## config.mk

```make
export PLATFORM = sky130hd
export DESIGN_NAME = lb_window_ctrl
export DESIGN_NICKNAME = d
export VERILOG_FILES = /design/src/rtl/lb_window_ctrl_pkg.sv /design/src/rtl/lb_pos_cnt.sv /design/src/rtl/lb_window_ctrl.sv
export SDC_FILE = /design/constraint.sdc
export NUM_CORES = 1
export LEC_CHECK = 0
export ABC_AREA = 1
export CORE_ASPECT_RATIO = 0.8
export CORE_MARGIN = 4
export CORE_UTILIZATION = 45
export CTS_BUF_LIST = sky130_fd_sc_hd__clkbuf_4 sky130_fd_sc_hd__clkbuf_8
export DETAILED_ROUTE_END_ITERATION = 8
export PLACE_DENSITY_LB_ADDON = 0.2
export SYNTH_ARGS = -nofsm -noshare
export SYNTH_HDL_FRONTEND = slang
export SYNTH_HIERARCHICAL = 1
export SYNTH_SLANG_ARGS = --single-unit
export TNS_END_PERCENT = 1
```

## constraint.sdc

```tcl
create_clock -name clk -period 1.9 [get_ports clk]
set_input_delay 0.38 -clock clk [delete_from_list [all_inputs] [get_ports clk]]
set_output_delay 0.38 -clock clk [all_outputs]
set_load 0.05 [all_outputs]
```

## src/rtl/lb_window_ctrl_pkg.sv

```systemverilog
// Shared definitions for the line-buffer window sequencer: FSM encodings and kernel geometry.
package lb_window_ctrl_pkg;

  localparam int DEF_PIX_W = 8;
  localparam int KSIZE     = 5;
  localparam int KHALF     = 2;

  typedef enum logic [1:0] {
    ST_IDLE  = 2'd0,
    ST_RUN   = 2'd1,
    ST_FLUSH = 2'd2,
    ST_DONE  = 2'd3
  } lb_state_e;

endpackage

```

## src/rtl/lb_pos_cnt.sv

```systemverilog
// Raster position counter. row/col give the position of the pixel being loaded this cycle;
// restart forces that pixel to (0,0) so an in-stream sof resynchronises the frame.
module lb_pos_cnt #(
  parameter int IMG_W = 320,
  parameter int IMG_H = 240,
  parameter int RW    = $clog2(IMG_H + 2),
  parameter int CW    = $clog2(IMG_W)
) (
  input  logic          clk,
  input  logic          rst,
  input  logic          en,
  input  logic          restart,
  output logic [RW-1:0] row,
  output logic [CW-1:0] col,
  output logic          last_col
);

  logic [RW-1:0] row_q;
  logic [CW-1:0] col_q;

  assign row      = restart ? '0 : row_q;
  assign col      = restart ? '0 : col_q;
  assign last_col = (col == CW'(IMG_W - 1));

  always_ff @(posedge clk or negedge rst) begin
    if (!rst) begin
      row_q <= '0;
      col_q <= '0;
    end else if (en) begin
      if (last_col) begin
        col_q <= '0;
        row_q <= row + 1'b1;
      end else begin
        col_q <= col + 1'b1;
        row_q <= row;
      end
    end
  end

endmodule

```

## src/rtl/lb_window_ctrl.sv

```systemverilog
// Line-buffer sequencer for the 5x5 Canny kernel: handshake, load, position and window valids.
// Optional macro LB_FLUSH_EN adds a FLUSH state injecting 2*IMG_W zero pixels after the frame.
module lb_window_ctrl
  import lb_window_ctrl_pkg::*;
#(
  parameter int IMG_W = 320,
  parameter int IMG_H = 240,
  parameter int PIX_W = DEF_PIX_W,
  parameter int RW    = $clog2(IMG_H + 2),
  parameter int WR    = $clog2(IMG_H),
  parameter int CW    = $clog2(IMG_W)
) (
  input  logic             clk,
  input  logic             rst,
  input  logic             in_valid,
  input  logic             in_sof,
  input  logic [PIX_W-1:0] in_pixel,
  output logic             in_ready,
  input  logic             hold,
  output logic             lb_ld,
  output logic [PIX_W-1:0] lb_pixel,
  output logic             col_valid,
  output logic             win_valid,
  output logic [WR-1:0]    win_row,
  output logic [CW-1:0]    win_col,
  output logic             frame_done,
  output logic             err_sof,
  output lb_state_e        dbg_state
);

  lb_state_e state, state_nxt;

  logic          accept;
  logic          load;
  logic          restart;
  logic          inject;
  logic          last_ld;
  logic [RW-1:0] pos_row;
  logic [CW-1:0] pos_col;
  logic          pos_last_col;
  logic          run_last;

  // Stage 1 is the register feeding the line buffer; stage 2 lines up with its registered taps.
  logic             s1_ld, s1_colv, s1_winv, s1_last;
  logic [PIX_W-1:0] s1_pix;
  logic [WR-1:0]    s1_row;
  logic [CW-1:0]    s1_col;
  logic             s2_ld, s2_colv, s2_winv, s2_last;
  logic [WR-1:0]    s2_row;
  logic [CW-1:0]    s2_col;

  // Handshake: a pixel transfers on a cycle where in_valid and in_ready are both high;
  // in_ready never depends on in_valid, and upstream holds pixel/sof until the transfer.
  assign in_ready  = rst && ((state == ST_IDLE) || (state == ST_RUN)) && !hold;
  assign accept    = in_valid && in_ready;
  assign run_last  = pos_last_col && (pos_row == RW'(IMG_H - 1));
  assign dbg_state = state;

`ifdef LB_FLUSH_EN
  logic flush_last;
  assign flush_last = pos_last_col && (pos_row == RW'(IMG_H + 1));
`endif

  lb_pos_cnt #(
    .IMG_W (IMG_W),
    .IMG_H (IMG_H),
    .RW    (RW),
    .CW    (CW)
  ) u_pos_cnt (
    .clk      (clk),
    .rst      (rst),
    .en       (load),
    .restart  (restart),
    .row      (pos_row),
    .col      (pos_col),
    .last_col (pos_last_col)
  );

  always_ff @(posedge clk or negedge rst) begin
    if (!rst) state <= ST_IDLE;
    else      state <= state_nxt;
  end

  always_comb begin
    state_nxt = state;
    load      = 1'b0;
    restart   = 1'b0;
    inject    = 1'b0;
    last_ld   = 1'b0;
    case (state)
      ST_IDLE: begin
        // Non-sof pixels are accepted here and dropped until a frame starts.
        if (accept && in_sof) begin
          load      = 1'b1;
          restart   = 1'b1;
          state_nxt = ST_RUN;
        end
      end
      ST_RUN: begin
        if (accept) begin
          load    = 1'b1;
          restart = in_sof;
          if (run_last && !in_sof) begin
`ifdef LB_FLUSH_EN
            state_nxt = ST_FLUSH;
`else
            state_nxt = ST_DONE;
            last_ld   = 1'b1;
`endif
          end
        end
      end
`ifdef LB_FLUSH_EN
      ST_FLUSH: begin
        if (!hold) begin
          load   = 1'b1;
          inject = 1'b1;
          if (flush_last) begin
            state_nxt = ST_DONE;
            last_ld   = 1'b1;
          end
        end
      end
`endif
      ST_DONE: state_nxt = ST_IDLE;
      default: state_nxt = ST_IDLE;
    endcase
  end

  always_ff @(posedge clk or negedge rst) begin
    if (!rst) begin
      s1_ld   <= 1'b0;
      s1_colv <= 1'b0;
      s1_winv <= 1'b0;
      s1_last <= 1'b0;
      s1_pix  <= '0;
      s1_row  <= '0;
      s1_col  <= '0;
      s2_ld   <= 1'b0;
      s2_colv <= 1'b0;
      s2_winv <= 1'b0;
      s2_last <= 1'b0;
      s2_row  <= '0;
      s2_col  <= '0;
    end else if (!hold) begin
      s1_ld <= load;
      if (load) begin
        s1_pix  <= inject ? '0 : in_pixel;
        s1_colv <= (pos_row >= RW'(KSIZE - 1));
        s1_winv <= (pos_row >= RW'(KSIZE - 1)) && (pos_col >= CW'(KSIZE - 1));
        s1_last <= last_ld;
        s1_row  <= WR'(pos_row - RW'(KHALF));
        s1_col  <= CW'(pos_col - CW'(KHALF));
      end
      s2_ld   <= s1_ld;
      s2_colv <= s1_colv;
      s2_winv <= s1_winv;
      s2_last <= s1_last;
      s2_row  <= s1_row;
      s2_col  <= s1_col;
    end else begin
      // Stage 2 was presented once already; stage 1 waits for hold to drop.
      s2_ld <= 1'b0;
    end
  end

  always_ff @(posedge clk or negedge rst) begin
    if (!rst) begin
      err_sof <= 1'b0;
    end else if ((state == ST_RUN && accept && in_sof) ||
                 (state == ST_FLUSH && in_valid && in_sof)) begin
      err_sof <= 1'b1;
    end
  end

  assign lb_ld      = s1_ld && !hold;
  assign lb_pixel   = s1_pix;
  assign col_valid  = s2_ld && s2_colv;
  assign win_valid  = s2_ld && s2_winv;
  assign frame_done = s2_ld && s2_last;
  assign win_row    = s2_row;
  assign win_col    = s2_col;

endmodule
```

# Yosys cells after proc, flatten, opt, wreduce, memory -nomap -nowiden

Cells that the tools add are included.

Register bits after elaboration: 70
Bits of input ports: 13
Logic and storage cells: 70
Output and inout bits: 33

Bitwise gates (word level): 1
Eq/ne operators: 7
$lt $le $gt $ge: 2
Muxes and demuxes: 17
$add $sub $neg: 4
Reduce and logical (&&, ||, !) cells: 22

Operators with widths:

| kind                                                              | number |
|---|---|
| two-way mux 9 bit                                                 | 2 |
| two-way mux 8 bit                                                 | 2 |
| logical AND 1 bit                                                 | 15 |
| adder 9 x 1 -> 9 bit, second input constant                       | 1 |
| equality test 9 bit, second input constant                        | 1 |
| greater-or-equal comparator 9 x 3 -> 1 bit, second input constant | 1 |
| subtractor 9 x 2 -> 9 bit, second input constant                  | 1 |
| adder 8 x 1 -> 8 bit, second input constant                       | 1 |
| equality test 8 bit, second input constant                        | 1 |
| greater-or-equal comparator 8 x 3 -> 1 bit, second input constant | 1 |
| subtractor 8 x 2 -> 8 bit, second input constant                  | 1 |
| two-way mux 1 bit                                                 | 7 |
| two-way mux 2 bit                                                 | 3 |
| != test 2 x 1 -> 1 bit, second input constant                     | 2 |
| one-hot mux 1 bit (2 select lines)                                | 2 |
| one-hot mux 2 bit (2 select lines)                                | 1 |
| AND reduction 3 bit                                               | 1 |
| equality test 2 x 1 -> 1 bit, second input constant               | 1 |
| equality test 2 bit, second input constant                        | 1 |
| logical NOT 1 bit                                                 | 2 |
| logical NOT 2 bit                                                 | 1 |
| logical OR 1 bit                                                  | 2 |
| != test 2 bit, second input constant                              | 1 |
| AND reduction 2 bit                                               | 1 |
| NOT 1 bit                                                         | 1 |

# Longest topological paths before layout

Depth in word-level cells: 15
Gate-level depth with buffers: 15

# Cells and area by module

Netlist, hierarchy kept.

By module, submodules not included:

| module         | seq. area each (um^2) | area each (um^2) | times used | cells an instance |
|---|---|---|---|---|
| lb_window_ctrl | 1326.3                | 2371.0           | 1          | 291 |
| lb_pos_cnt     | 425.4                 | 1132.3           | 1          | 166 |

# Worst setup path after synthesis

No wires, ideal clock.

Kind: register -> register
Start point: register state[1], in the netlist dbg_state[1]
End point: register u_pos_cnt.row_q[6]
Data arrival time: 2124 ps
Data required time: 1783 ps
Path slack: -341 ps
Cell stages (with the launch flop): 14
Library setup time: 117 ps
Path through: dfrtp_1 > nor2_2 > nand4_1 > inv_1 > clkbuf_1 > nor2_1 > ha_1 > inv_1 > nor3_1 > nand2_1 > nor2_2 > nand2_1 > nand2_1 > nand2_1

Cells in the longest elaborated chain, start to end: 11

RTL lines:

| item                                                                     | line                                       | RTL |
|---|---|---|
| start: declaration                                                       | lb_window_ctrl.sv:31                       | `lb_state_e state, state_nxt;` |
| start signal: assignment                                                 | lb_window_ctrl.sv:81                       | `else state <= state_nxt;` |
| equality test 2 x 1 -> 1 bit / logical NOT 2 bit (equally long branches) | lb_window_ctrl.sv:54, lb_window_ctrl.sv:90 |  |
| logical OR 1 bit                                                         | lb_window_ctrl.sv:54                       | `assign in_ready = rst && ((state == ST_IDLE) \|\| (state == ST_RUN)) && !hold;` |
| logical AND 1 bit (2 in series)                                          | lb_window_ctrl.sv:54                       |  |
| logical AND 1 bit                                                        | lb_window_ctrl.sv:55                       | `assign accept = in_valid && in_ready;` |
| logical AND 1 bit                                                        | lb_window_ctrl.sv:93                       | `if (accept && in_sof) begin` |
| two-way mux 1 bit                                                        | lb_window_ctrl.sv:93                       |  |
| one-hot mux 1 bit (2 select lines) (*)                                   | lb_window_ctrl.sv:90                       | `case (state)` |
| named net restart                                                        | lb_window_ctrl.sv:35                       | `logic restart;` |
| two-way mux 8 bit (*)                                                    | lb_pos_cnt.sv:21                           | `assign row = restart ? '0 : row_q;` |
| named net pos_row[1]                                                     | lb_window_ctrl.sv:38                       | `logic [RW-1:0] pos_row;` |
| adder 8 x 1 -> 8 bit (*)                                                 | lb_pos_cnt.sv:32                           | `row_q <= row + 1'b1;` |
| two-way mux 8 bit (*)                                                    | lb_pos_cnt.sv:30                           | `if (last_col) begin` |
| end signal: assignment                                                   | lb_pos_cnt.sv:32                           |  |
| end signal: assignment                                                   | lb_pos_cnt.sv:35                           | `row_q <= row;` |
| end: declaration                                                         | lb_pos_cnt.sv:18                           | `logic [RW-1:0] row_q;` |

The timed path passes the listed nets; every way through them passes the cells marked *.
A chain may end at the register's enable or synchronous reset.

# Worst setup path after layout

Same ends and word-level chain as after synthesis.

==> results_dict.tcl <==
set metrics [dict create \
    rr_endpoint "u_pos_cnt/row_q[6]$_DFFE_PN0P_" \
    synth_most_common_cell "nand2_1" \
    synth_top_family_by_area "simple AND/OR/NAND/NOR gates" \
    synth-main-ff-cell "dfrtp_1" \
    die_h_um 86.9 \
    fin_crit_ns 1.84 \
    synth-xor-area-share_pct 1.50 \
    r2r_slack_ns 0.06 \
    synth.area.mux_share_pct 0 \
    crit_family "simple AND/OR/NAND/NOR gates" \
    max_stage_delay_ns 0.39 \
    synth-simple-area-share_pct 31.9 \
    ctsHoldBuffers 0 \
    ant_nets 0 \
    peakVddDrop_mv 0.670 \
    cts_root_buf "clkbuf_8" \
    ys_seq_area_share_pct 50.0 \
    maxCapViolCount 0 \
    firstDrtPassIters 4 \
    r2r_cells 13 \
    fmax_mhz 544 \
    drcViolationCount 0 \
    endpoint_kind "flop" \
    p_leak_nw 2.67 \
    cellPowerDensity_nw_per_um2 1120 \
    cts_max_level 3 \
    multi_input_area_um2 1530 \
    core_um2 7500 \
    ys.warnings.count 6 \
    clkLatencyLatePin_ns 0.35 \
    synthDistinctLibCells 26 \
    drive_gt1_share_pct 21.0 \
    rows 28 \
    yosysTopAreaCell "dfrtp_1" \
    dp_worst_setup_slack_ns -0.509 \
    worst-setup-path-type "reg -> reg" \
    grt_pass1_vias 3027 \
    cts_buffer_depth 2 \
    fill_cells 677 \
    async_reset_ff_share_pct 100 \
    postSynthCellCount 457 \
    grt_setup_unrepaired "yes" \
    fin_crit_sh_pct 96.7 \
    synth_edf_count 0 \
    critPathArrivalTime_ns 2.08 \
    syn2layout_area_growth_pct 35.1 \
    path_clk_slew_ns 0.08 \
    crit_fanout 5 \
    synth.area.top_cells "dfrtp_1 50%, nand2_1 20%, inv_1 7.0%" \
    cts_tree "yes" \
    gp_congestion 0.838 \
    grt_overflow_total 0 \
    syn-num-nets 473 \
    syn-cell-area_um2 3500 \
    grt_pass1_wl_um 13900 \
    cp_slowest_cell "dfrtp_2" \
    crit_chain "nor2_4 > nand4_1 > inv_2 > buf_4 > nor2_4 > ha_4 > inv_1 > nor3_2 > nand2_1 > nor2_2 > nand2_1 > nand2_1 > nand2_1" \
    antenna_found_initial 0 \
    start_util_pct 46.7 \
    grt_max_degree 71 \
    regToRegStartpoint "dbg_state[1]$_DFFE_PN0P_" \
    drt_iter0_markers 155 \
    register_area_um2 1750 \
    drv_slew 0 \
    cpMostUsedCell "nand2_1" \
    crit_buf_inv 3 \
    port_buffers 45 \
    setup_viol 0 \
    status "finished, final reports clean" \
    fp.dieW_um 107 \
    dieArea_um2 9270 \
    setup_ws_ns 0.0627 \
    totalWireLength_um 8250 \
    startpoint_type "flop" \
    holdCritPathClass "in -> async" \
    slew_headroom_pct 41.7 \
    synthAdderAreaFrac_pct 1.07 \
    worst_clock_skew_ns 0.00716 \
    diodes 0 \
    cp.required_ns 2.14 \
    cts_inserted_buffers 9 \
    synthTopCellsByCount "183 x nand2_1, 70 x dfrtp_1, 65 x inv_1" \
    cts_num_sinks 70 \
    synth-seq-cells 70 \
    worstMarginPinSlew_ns 0.874 \
    pin_count 46 \
    routed-via-count 3085 \
    synth_compound_area_share_pct 6.00 \
    via_per_inst 4.66 \
    nets 568 \
    place_hpwl_um 5930 \
    post-route-util_pct 63.1 \
    grtUsageTotal_pct 18.9 \
    avgSynthCellArea_um2 7.67 \
    finalHoldViolCount 0 \
    synth_top_area_share_pct 50.0 \
    wire_per_inst_um 12.5 \
]
-- cells by family after synthesis --
| family | Yosys count |
|---|---|
| AO/OA/AOI/OAI | 38 |
| buffers and inverters | 80 |
| adder cells (fa/ha/maj) | 3 |
| flip-flops | 70 |
| XOR/XNOR | 6 |
| AND/OR/NAND/NOR | 260 |
-- how the worst max path moves through the flow --
stage | startpoint | end | cells after the start
5_1_grt | dbg_state[1]$_DFFE_PN0P_ | s1_col[6]$_DFFE_PN0P_ | 13
2_1_floorplan | dbg_state[1]$_DFFE_PN0P_ | u_pos_cnt/row_q[6]$_DFFE_PN0P_ | 13
4_1_cts | win_row[5]$_DFFE_PN0N_ | win_row[5] | 1
6_report | dbg_state[1]$_DFFE_PN0P_ | u_pos_cnt/row_q[6]$_DFFE_PN0P_ | 13
3_3_place_gp | hold | s1_last$_DFFE_PN0P_ | 13
3_5_place_dp | hold | s1_last$_DFFE_PN0P_ | 13
-- cell type report --
type	count	area share, %
clock inverter	6	1.96
tap	105	2.78
sequential	70	37.0
timing repair buffer	97	17.6
inverter	67	5.45
multi-input combinational	307	32.2
clock buffer	10	2.91
-- flip-flops by register name, indices dropped and copies added, names as in the netlist, 2 cells and up --
signal           cells
win_row              8
lb_pixel             8
win_col              9
dbg_state            2
s1_row               8
u_pos_cnt/row_q      8
s1_col               9
u_pos_cnt/col_q      9
-- through the flow --
stage | power, mW | hold WS (ns) | TNS (ns) | cell area (um2) | instances
after floorplan | 3.26 | 0.0844 | -0.0677 | 3530 | 457
after global placement | 3.88 | 0.455 | -10.87 | 4390 | 643
after global routing | 5.64 | 0.351 | -0.443 | 4730 | 662
after detailed placement | 3.92 | 0.459 | -13.30 | 4390 | 643
final | 5.30 | 0.267 | 0 | 4730 | 662
after CTS | 5.27 | 0.319 | 0 | 4610 | 659
-- placed cells by master, fill, tap and decap left out --
master	synthesis	routed
nand2_1	183	179
dfrtp_1	70	69
buf_4	0	62
inv_1	65	61
o21ai_0	29	28
nor2_1	34	24
nand3_1	15	15
dlygate4sd2_1	0	15
nand4_1	12	12
clkbuf_8	0	10
nor2_2	4	9
dlymetal6s2s_1	0	9
clkdlybuf4s50_1	0	8
nor2_4	0	5
o21ai_1	4	5
inv_2	2	4
xor2_1	4	4
nand2_2	1	4
nand3b_1	3	3
ha_4	0	3
clkinvlp_4	0	3
a21oi_1	2	2
xnor2_1	2	2
bufinv_16	0	2
buf_12	0	2
nand3_4	2	2
nor2_8	2	2
nor3_1	3	2
nand2_4	0	1
o211ai_4	1	1
clkinv_4	0	1
inv_6	0	1
dfrtp_2	0	1
buf_2	2	1
inv_4	0	1
nand3_2	1	1
o22ai_1	1	1
o31ai_1	1	1
nor3_2	0	1
-- power by group --
group | switching [mW] | internal, mW
registers | 0.181 | 1.83
clock network | 0.596 | 0.781
logic | 1.25 | 0.659
-- per-layer routing --
metal	vias up	track usage, %	routed length (um)
met5	-	0	0
met1	1429	25.7	4050
li1	1589	-	-
met2	59	29.4	3700
met3	8	5.11	416
met4	0	6.97	83
-- repair_timing --
| action | in CTS | in global routing |
|---|---|---|
| buffers inserted | 0 | 3 |
| pin swaps | 3 | 5 |
| gates resized for setup | 18 | 32 |
| endpoints found under the setup margin | 40 | 29 |
(Power assumes the default switching activity.)
